[config.mk]
export PLATFORM = sky130hd
export DESIGN_NAME = bk_adder_pipe
export DESIGN_NICKNAME = d
export VERILOG_FILES = /design/src/rtl/bk_adder_pipe_pkg.sv /design/src/rtl/bk_adder_pipe_prefix_level.sv /design/src/rtl/bk_adder_pipe.sv
export SDC_FILE = /design/constraint.sdc
export NUM_CORES = 1
export LEC_CHECK = 0
export CORE_MARGIN = 2
export CORE_UTILIZATION = 55
export CTS_CLUSTER_SIZE = 40
export DETAILED_ROUTE_END_ITERATION = 10
export PLACE_DENSITY_LB_ADDON = 0.08
export SETUP_SLACK_MARGIN = 0.4
export SLEW_MARGIN = 40
export SYNTH_ARGS = -nofsm -noshare
export SYNTH_HDL_FRONTEND = slang
export SYNTH_SLANG_ARGS = --single-unit
[constraint.sdc]
create_clock -name clk -period 3.4 [get_ports clk]
set_input_delay 0.51 -clock clk [delete_from_list [all_inputs] [get_ports clk]]
set_output_delay 0.51 -clock clk [all_outputs]
set_load 0.02 [all_outputs]
[src/rtl/bk_adder_pipe_pkg.sv]
`default_nettype none
// ---------------------------------------------------------------------------
// bk_pkg : shared constants and prefix-cell helpers for the Brent-Kung adder
// Revision: 1.0
// ---------------------------------------------------------------------------
package bk_pkg;

    localparam logic OP_ADD = 1'b0;
    localparam logic OP_SUB = 1'b1;

    function automatic int bk_levels(input int width);
        return (width <= 2) ? 1 : 2 * $clog2(width) - 1;
    endfunction

    // Combining distance of a tree level: doubles on the up-sweep, halves on the down-sweep.
    function automatic int bk_span(input int width, input int level);
        int up_levels;
        up_levels = $clog2(width);
        return (level <= up_levels) ? (1 << (level - 1)) : (1 << (2 * up_levels - 1 - level));
    endfunction

    function automatic logic [1:0] bk_black(input logic g1, input logic p1,
                                            input logic g0, input logic p0);
        return {g1 | (p1 & g0), p1 & p0};
    endfunction

    function automatic logic bk_grey(input logic g1, input logic p1, input logic g0);
        return g1 | (p1 & g0);
    endfunction

endpackage
`default_nettype wire

[src/rtl/bk_adder_pipe_prefix_level.sv]
`default_nettype none
// ---------------------------------------------------------------------------
// bk_prefix_level : one level of the Brent-Kung prefix tree (up or down sweep)
// Revision: 1.0
// ---------------------------------------------------------------------------
module bk_prefix_level
    import bk_pkg::*;
#(
    parameter int WIDTH = 64,
    parameter int LEVEL = 1
) (
    input  logic [WIDTH-1:0] g_i,
    input  logic [WIDTH-1:0] p_i,
    output logic [WIDTH-1:0] g_o,
    output logic [WIDTH-1:0] p_o
);
    localparam int UP_LEVELS = $clog2(WIDTH);
    localparam int SPAN      = bk_span(WIDTH, LEVEL);
    localparam bit UP        = (LEVEL <= UP_LEVELS);

    // Down-sweep nodes only need the final carry, so they use grey cells.
    for (genvar i = 0; i < WIDTH; i++) begin : g_bit
        if (UP && (((i + 1) % (2 * SPAN)) == 0)) begin : g_black
            assign {g_o[i], p_o[i]} = bk_black(g_i[i], p_i[i], g_i[i-SPAN], p_i[i-SPAN]);
        end else if (!UP && (i >= 3 * SPAN - 1) && (((i + 1) % (2 * SPAN)) == SPAN)) begin : g_grey
            assign g_o[i] = bk_grey(g_i[i], p_i[i], g_i[i-SPAN]);
            assign p_o[i] = p_i[i];
        end else begin : g_pass
            assign g_o[i] = g_i[i];
            assign p_o[i] = p_i[i];
        end
    end

endmodule
`default_nettype wire

[src/rtl/bk_adder_pipe.sv]
`default_nettype none
// ---------------------------------------------------------------------------
// bk_adder_pipe : pipelined Brent-Kung adder/subtractor with valid/ready flow
// Revision: 1.0
// ---------------------------------------------------------------------------
module bk_adder_pipe
    import bk_pkg::*;
#(
    parameter int WIDTH       = 64,
    parameter int PIPE_STAGES = 2
) (
    input  logic             clk,
    input  logic             reset,
    input  logic             in_valid,
    output logic             in_ready,
    input  logic [WIDTH-1:0] a,
    input  logic [WIDTH-1:0] b,
    input  logic             cin,
    input  logic             sub,
    output logic             out_valid,
    input  logic             out_ready,
    output logic [WIDTH-1:0] sum,
    output logic             cout,
    output logic             ovf
);
    localparam int LEVELS = bk_levels(WIDTH);
    localparam int S      = PIPE_STAGES;

    // Stage index registered right after the given prefix level, 0 if none.
    function automatic int stage_at(input int lvl);
        int r;
        r = 0;
        for (int k = 1; k < S; k++) begin
            if (((k * LEVELS) / S) == lvl) r = k;
        end
        return r;
    endfunction

    logic [S:1] valid_q, valid_d, adv, vprev;

    always_comb begin
        adv     = '0;
        vprev   = '0;
        valid_d = valid_q;
        vprev[1] = in_valid;
        for (int k = 2; k <= S; k++) vprev[k] = valid_q[k-1];
        for (int k = 1; k <= S; k++) begin
            adv[k] = out_ready;
            for (int j = k; j <= S; j++) begin
                if (!valid_q[j]) adv[k] = 1'b1;
            end
            if (adv[k]) valid_d[k] = vprev[k];
        end
    end

    always_ff @(posedge clk) begin
        if (reset) valid_q <= '0;
        else       valid_q <= valid_d;
    end

    // Carry-in is folded into bit 0 so the tree output is directly c[i+1].
    logic [WIDTH-1:0] bb, p0, g0, x0;
    logic             c0;

    always_comb begin
        bb    = (sub == OP_ADD) ? b : ~b;
        c0    = (sub == OP_SUB) ? 1'b1 : cin;
        p0    = a ^ bb;
        g0    = a & bb;
        g0[0] = g0[0] | (p0[0] & c0);
        x0    = p0;
        x0[0] = p0[0] ^ c0;
    end

    logic [WIDTH-1:0] lv_g [1:LEVELS+1];
    logic [WIDTH-1:0] lv_p [1:LEVELS+1];
    logic [WIDTH-1:0] lv_x [1:LEVELS+1];
    logic [WIDTH-1:0] lo_g [1:LEVELS];
    logic [WIDTH-1:0] lo_p [1:LEVELS];

    assign lv_g[1] = g0;
    assign lv_p[1] = p0;
    assign lv_x[1] = x0;

    for (genvar lv = 1; lv <= LEVELS; lv++) begin : g_level
        bk_prefix_level #(
            .WIDTH (WIDTH),
            .LEVEL (lv)
        ) u_level (
            .g_i (lv_g[lv]),
            .p_i (lv_p[lv]),
            .g_o (lo_g[lv]),
            .p_o (lo_p[lv])
        );
    end

    for (genvar lv = 2; lv <= LEVELS + 1; lv++) begin : g_link
        if (stage_at(lv - 1) != 0) begin : g_stage
            localparam int K = stage_at(lv - 1);
            logic [WIDTH-1:0] g_q, p_q, x_q;
            always_ff @(posedge clk) begin
                if (reset) begin
                    g_q <= '0;
                    p_q <= '0;
                    x_q <= '0;
                end else if (adv[K] && vprev[K]) begin
                    g_q <= lo_g[lv-1];
                    p_q <= lo_p[lv-1];
                    x_q <= lv_x[lv-1];
                end
            end
            assign lv_g[lv] = g_q;
            assign lv_p[lv] = p_q;
            assign lv_x[lv] = x_q;
        end else begin : g_comb
            assign lv_g[lv] = lo_g[lv-1];
            assign lv_p[lv] = lo_p[lv-1];
            assign lv_x[lv] = lv_x[lv-1];
        end
    end

    logic [WIDTH-1:0] gf, sum_d, sum_q;
    logic             cout_d, cout_q, ovf_d, ovf_q;

    always_comb begin
        gf     = lv_g[LEVELS+1];
        sum_d  = lv_x[LEVELS+1] ^ {gf[WIDTH-2:0], 1'b0};
        cout_d = gf[WIDTH-1];
        ovf_d  = gf[WIDTH-1] ^ gf[WIDTH-2];
    end

    // Loaded only on a real beat so the result holds while stalled or empty.
    always_ff @(posedge clk) begin
        if (reset) begin
            sum_q  <= '0;
            cout_q <= 1'b0;
            ovf_q  <= 1'b0;
        end else if (adv[S] && vprev[S]) begin
            sum_q  <= sum_d;
            cout_q <= cout_d;
            ovf_q  <= ovf_d;
        end
    end

    assign sum       = sum_q;
    assign cout      = cout_q;
    assign ovf       = ovf_q;
    assign out_valid = valid_q[S];
    assign in_ready  = adv[1];

endmodule
`default_nettype wire

; Word-level counts from Yosys, hierarchy flattened
; Index checks and enable logic that the tools add are counted.
[classes]
bitwise_logic = 310
mul = 0
reduce_logical = 2
n_eq_ne = 0
mux = 5
n_addsub = 0
div = 0
n_lt_le_gt_ge = 0
shift = 0
[ops]
columns = op, count
row1 = $and 1x1->1, 183
row2 = $xor 64x64->64, 2
row3 = $or 1x1->1, 121
row4 = $and 64x64->64, 1
row5 = $mux 64, 1
row6 = $not 64->64, 1
row7 = $mux 1, 4
row8 = $logic_and 1x1->1, 2
row9 = $xor 1x1->1, 2
[totals]
latch_bits = 0
elab_cells = 325
register_bits = 260
output_inout_bits = 68
n_memories = 0
mem_bits_rw = 0
romBits = 0
in_bits = 134

; Longest topological paths before layout
[logic_depth]
word_depth = 15
depth_mapped = 10

; By module
; A second synthesis with hierarchy kept.
[hier_totals]
cells_unflattened = 2681
hier_area_um2 = 23546.3
[modules_own_cells]
columns = mod, instances, area_each_um2, cells_each
row1 = bk_adder_pipe, 1, 12981.2, 1273
row2 = bk_prefix_level (g_level[10].u_level ...), 7, 960.9, 128
row3 = bk_prefix_level (g_level[1].u_level ...), 4, 959.7, 128

; Worst setup path before layout
; Ideal clock, no wire load.
[synth_path]
path_type = in2reg
from = input port sub
to = register g_link[6].g_stage.g_q[31]
slack_ps = 1030
stages = 10
arrival_ps = 2233
required_ps = 3263
setup_ps = 137
path_cell_list = buf_2 -> buf_2 -> xor2_1 -> ha_1 -> a21oi_1 -> nor2_1 -> a211oi_1 -> o22ai_1 -> o31ai_1 -> o221ai_1
[synth_between]
elab_cells_between_ends = 94
cone_classes = mux: 2 / bitwise: 92
[synth_rtl]
columns = item, line
row1 = start: declaration, bk_adder_pipe.sv:19  ; input logic sub,
row2 = $mux 64 *, bk_adder_pipe.sv:66  ; bb = (sub == OP_ADD) ? b : ~b;
row3 = $xor 64x64->64 *, bk_adder_pipe.sv:68  ; p0 = a ^ bb;
row4 = via g_level[1].u_level.p_i[25], bk_adder_pipe_prefix_level.sv:13  ; input logic [WIDTH-1:0] p_i,
row5 = $and 1x1->1, bk_adder_pipe_pkg.sv:24  ; return {g1 | (p1 & g0), p1 & p0};
row6 = $or 1x1->1, bk_adder_pipe_pkg.sv:24
row7 = $and 1x1->1, bk_adder_pipe_pkg.sv:24
row8 = $or 1x1->1, bk_adder_pipe_pkg.sv:24
row9 = $and 1x1->1, bk_adder_pipe_pkg.sv:24
row10 = $or 1x1->1 (2 in a row), bk_adder_pipe_pkg.sv:24
row11 = $or 1x1->1 *, bk_adder_pipe_pkg.sv:24
row12 = end signal: assignment, bk_adder_pipe.sv:107  ; g_q <= lo_g[lv-1];
row13 = end: declaration, bk_adder_pipe.sv:100  ; logic [WIDTH-1:0] g_q, p_q, x_q;
; The timed path passes the listed nets; every way through them passes the cells marked *.
; A chain may end at the register's enable or synchronous reset.

; Worst setup path after layout
[layout_path]
from = input port out_ready
to = output port in_ready
[layout_between]
elab_chain_cells = 2
[layout_lines]
columns = item, line
row1 = start: declaration, bk_adder_pipe.sv:21  ; input logic out_ready,
row2 = $mux 1 (2 in a row), bk_adder_pipe.sv:50  ; if (!valid_q[j]) adv[k] = 1'b1;
row3 = end: declaration, bk_adder_pipe.sv:15  ; output logic in_ready,
; No other way between the ends.

==> summary.md <==
| Metric | Value |
|---|---|
| Routed WL per cell | 14.7 µm |
| N_diodes | 0 |
| Residual DRC | 0 |
| Period utilisation layout | 0.713 |
| Area leader, netlist | dfxtp_1 |
| Core box area | 18800 µm² |
| Critical path capture point type | output port |
| CTS clk-pin slew, worst paths | 0.06 ns |
| Initial Util | 0.562 |
| Clock buffer depth | 3 |
| Power per cell area | 493 nW/µm² |
| Most common library cells after synthesis | nand2_1, dfxtp_1, a21oi_1 |
| Die H | 143 µm |
| Unrepaired setup endpoints after global routing | no |
| Yosys cell types | 39 |
| Nets@finish | 1694 |
| CTS Hold Bufs | 0 |
| Max H-tree Level | 1 |
| Vias per cell | roughly 5.3 |
| CP Max Fanout | 3 |
| Top Ports | 202 |
| Core Rows | 50 |
| Synth top area cells | dfxtp_1, nand2_1, ha_1 |
| Num CTS Buffers | 24 |
| Clock Skew | 0.00890 ns |
| Die span in x | 143 µm |
| Synth top area share | 0.422 |
| Endpoints failing hold | 0 |
| CP required | ~2.9 ns |
| First-pass GRT wire length | 41400 µm |
| Setup slack, reg-to-reg | 1.26 ns |
| Finished Layout Cells | roughly 1700 |
| Status | finished clean |
| Peak supply drop | ~0.46 mV |
| Vias in the first global route | 8686 |
| CP max-delay cell | clkdlybuf4s50_1 |
| Initial DRT Pass Iterations | 6 |
| Clock sink count | 223 |
| Pwr Total | 6.70 mW |
| Synth Cell Area | 10600 µm² |
| Post-synth top flop | dfxtp_1 |
| Worst Tran Pin Value | between 0.6 and 0.7 ns |
| Proportion of layout cells with a drive suffix above 1 | 0.0433 |
| Startpoint Class | primary input |
| Input/output buffers | around 200 |
| Post-route ant nets | 0 |
| EDFF count, synth | 0 |
| Placed inst area | about 13000 µm² |
| Sequential element share of the synthesized area | 0.422 |
| Pleak | 5.55 nW |
| FF+latch count, synth | 223 |
| CP dominant cell by count | clkdlybuf4s50_1 |
| Die Area | between 20000 and 25000 µm² |
| Layout Utilization | 0.722 |
| Cells after Synth | 1300 |
| Post-placement cell count | 1699 |
| Postcts setup bufs | 0 |
| Async S/R FF share, synth | 0 |
| CTS root buf | clkbuf_16 |
| Dpl ws | 0.559 ns |
| Clock tree from TritonCTS | yes |
| Quantity of gates resized following cts | 0 |
| Iter 0 DRT Violations | 510 |
| Count leader, synth | nand2_1 |
| Max-slew violations | 0 |
| Crit path cell chain | clkdlybuf4s50_1 > nand3b_1 > clkdlybuf4s50_1 |
| Grt total ovfl | 0 |
| Mapped Nets | 1529 |
| FMAX | 0.413 GHz |
| Setup-failing EPs final | 0 |
| Total global-route track usage | 0.246 |
| Initial antenna violation count | 0 |
| Critical path class | in2out |
| Final instance area | 13600 µm² |
| Largest net degree at the start of global routing | 88 |
| Routability cong. | 0.820 |
| Mean Syn Cell Area | 8.15 µm² |
| Max incr delay on CP | 0.70 ns |
| Hold Worst Slack | 0.438 ns |
| Worst Setup Slack, final | 0.977 ns |
| Setup Total Neg Slack | 0 ns |
| Ys Warns | 0 |
| Worst Hold Class | in2reg |
| Vias | 9209 |
| DPL Wire Length | 17600 µm |
| Skew-Pair Late Insertion Delay | about 0.51 ns |
| Max Cap Violations | 0 |
| Routed wire length | around 25000 µm |
| Rel. slew slack | 0.534 |
| Tmin final | 2.42 ns |
| Area grow syn2layout | 28.3% |
| Worst path arrival time | between 1.5 and 2 ns |
## state kept, by name, indices dropped and copies added, names as in the netlist
name	flops
ovf	1
cout	1
g_link.g_stage.x_q	33
g_link.g_stage.p_q	58
valid_q	2
sum	64
g_link.g_stage.g_q	64
## layer usage
metal	vias up	global-route usage	part of all wire
li1	4689	-	-
met1	4243	0.320	0.45
met2	234	0.426	0.48
met3	43	0.0376	0.049
met4	0	0.0646	0.021
met5	-	0	0
## placed cells by master (no fill, tap or decap), types with 3 or more instances in the layout
master / n
nand4_1: 13
buf_4: 10
a211oi_1: 27
clkbuf_16: 25
o21ai_0: 3
o21ai_1: 5
clkdlybuf4s50_1: 199
xnor2_1: 34
a21oi_1: 215
a21o_1: 36
dfxtp_1: 223
nor3_1: 7
clkbuf_1: 8
xor2_1: 63
nor2_1: 93
ha_1: 94
nand2_1: 357
inv_1: 6
o221ai_1: 3
buf_12: 9
nor2b_1: 3
nand3_1: 17
clkinv_2: 3
## logic make-up (layout without fill, tap and decap cells)
group	Yosys count	count (layout)	share of synthesized area
simple gates	499	499	0.187
compound gates	298	298	0.161
flops	223	223	0.422
xor+xnor	97	97	0.0802
fa+ha+maj	95	95	0.113
buf+inv	87	266	0.0367
mux	1	1	0.000945
## layout make-up
| cell class | count | area, µm² |
|---|---|---|
| fillers | 1551 | 5240 |
| inverters | 7 | 26.3 |
| flip-flops and latches | 223 | 4460 |
| well taps | 260 | 325 |
| clock buffers | 35 | 683 |
| repair buffers | 219 | 2260 |
| multi-input cells | 990 | 5760 |
| clock inverters | 5 | 75.1 |
## report_power, final
group / switching (mW) / internal, mW / leakage, nW
Sequential: 0.0960 / 2.79 / 1.83
Clock: 1.01 / 1.53 / 0.372
Combinational: 0.680 / 0.594 / 3.35
## path summary, 6_finish.rpt
check / from / end / cells after the start
worst max-delay path: out_ready / in_ready / 3
worst min-delay path: reset / g_link[6].g_stage.p_q[47]$_SDFFE_PP0P_ / 2
worst max register to register: g_link[6].g_stage.g_q[31]$_SDFFE_PP0P_ / sum[63]$_SDFFE_PP0P_ / 10
worst min register to register: sum[13]$_SDFFE_PP0P_ / sum[13]$_SDFFE_PP0P_ / 2
## worst max-delay path: cells and delay by family
kind          cells  cell delay (ns)
buf+inv           2             1.20
simple gates      1             0.21
(Power assumes the default switching activity.)
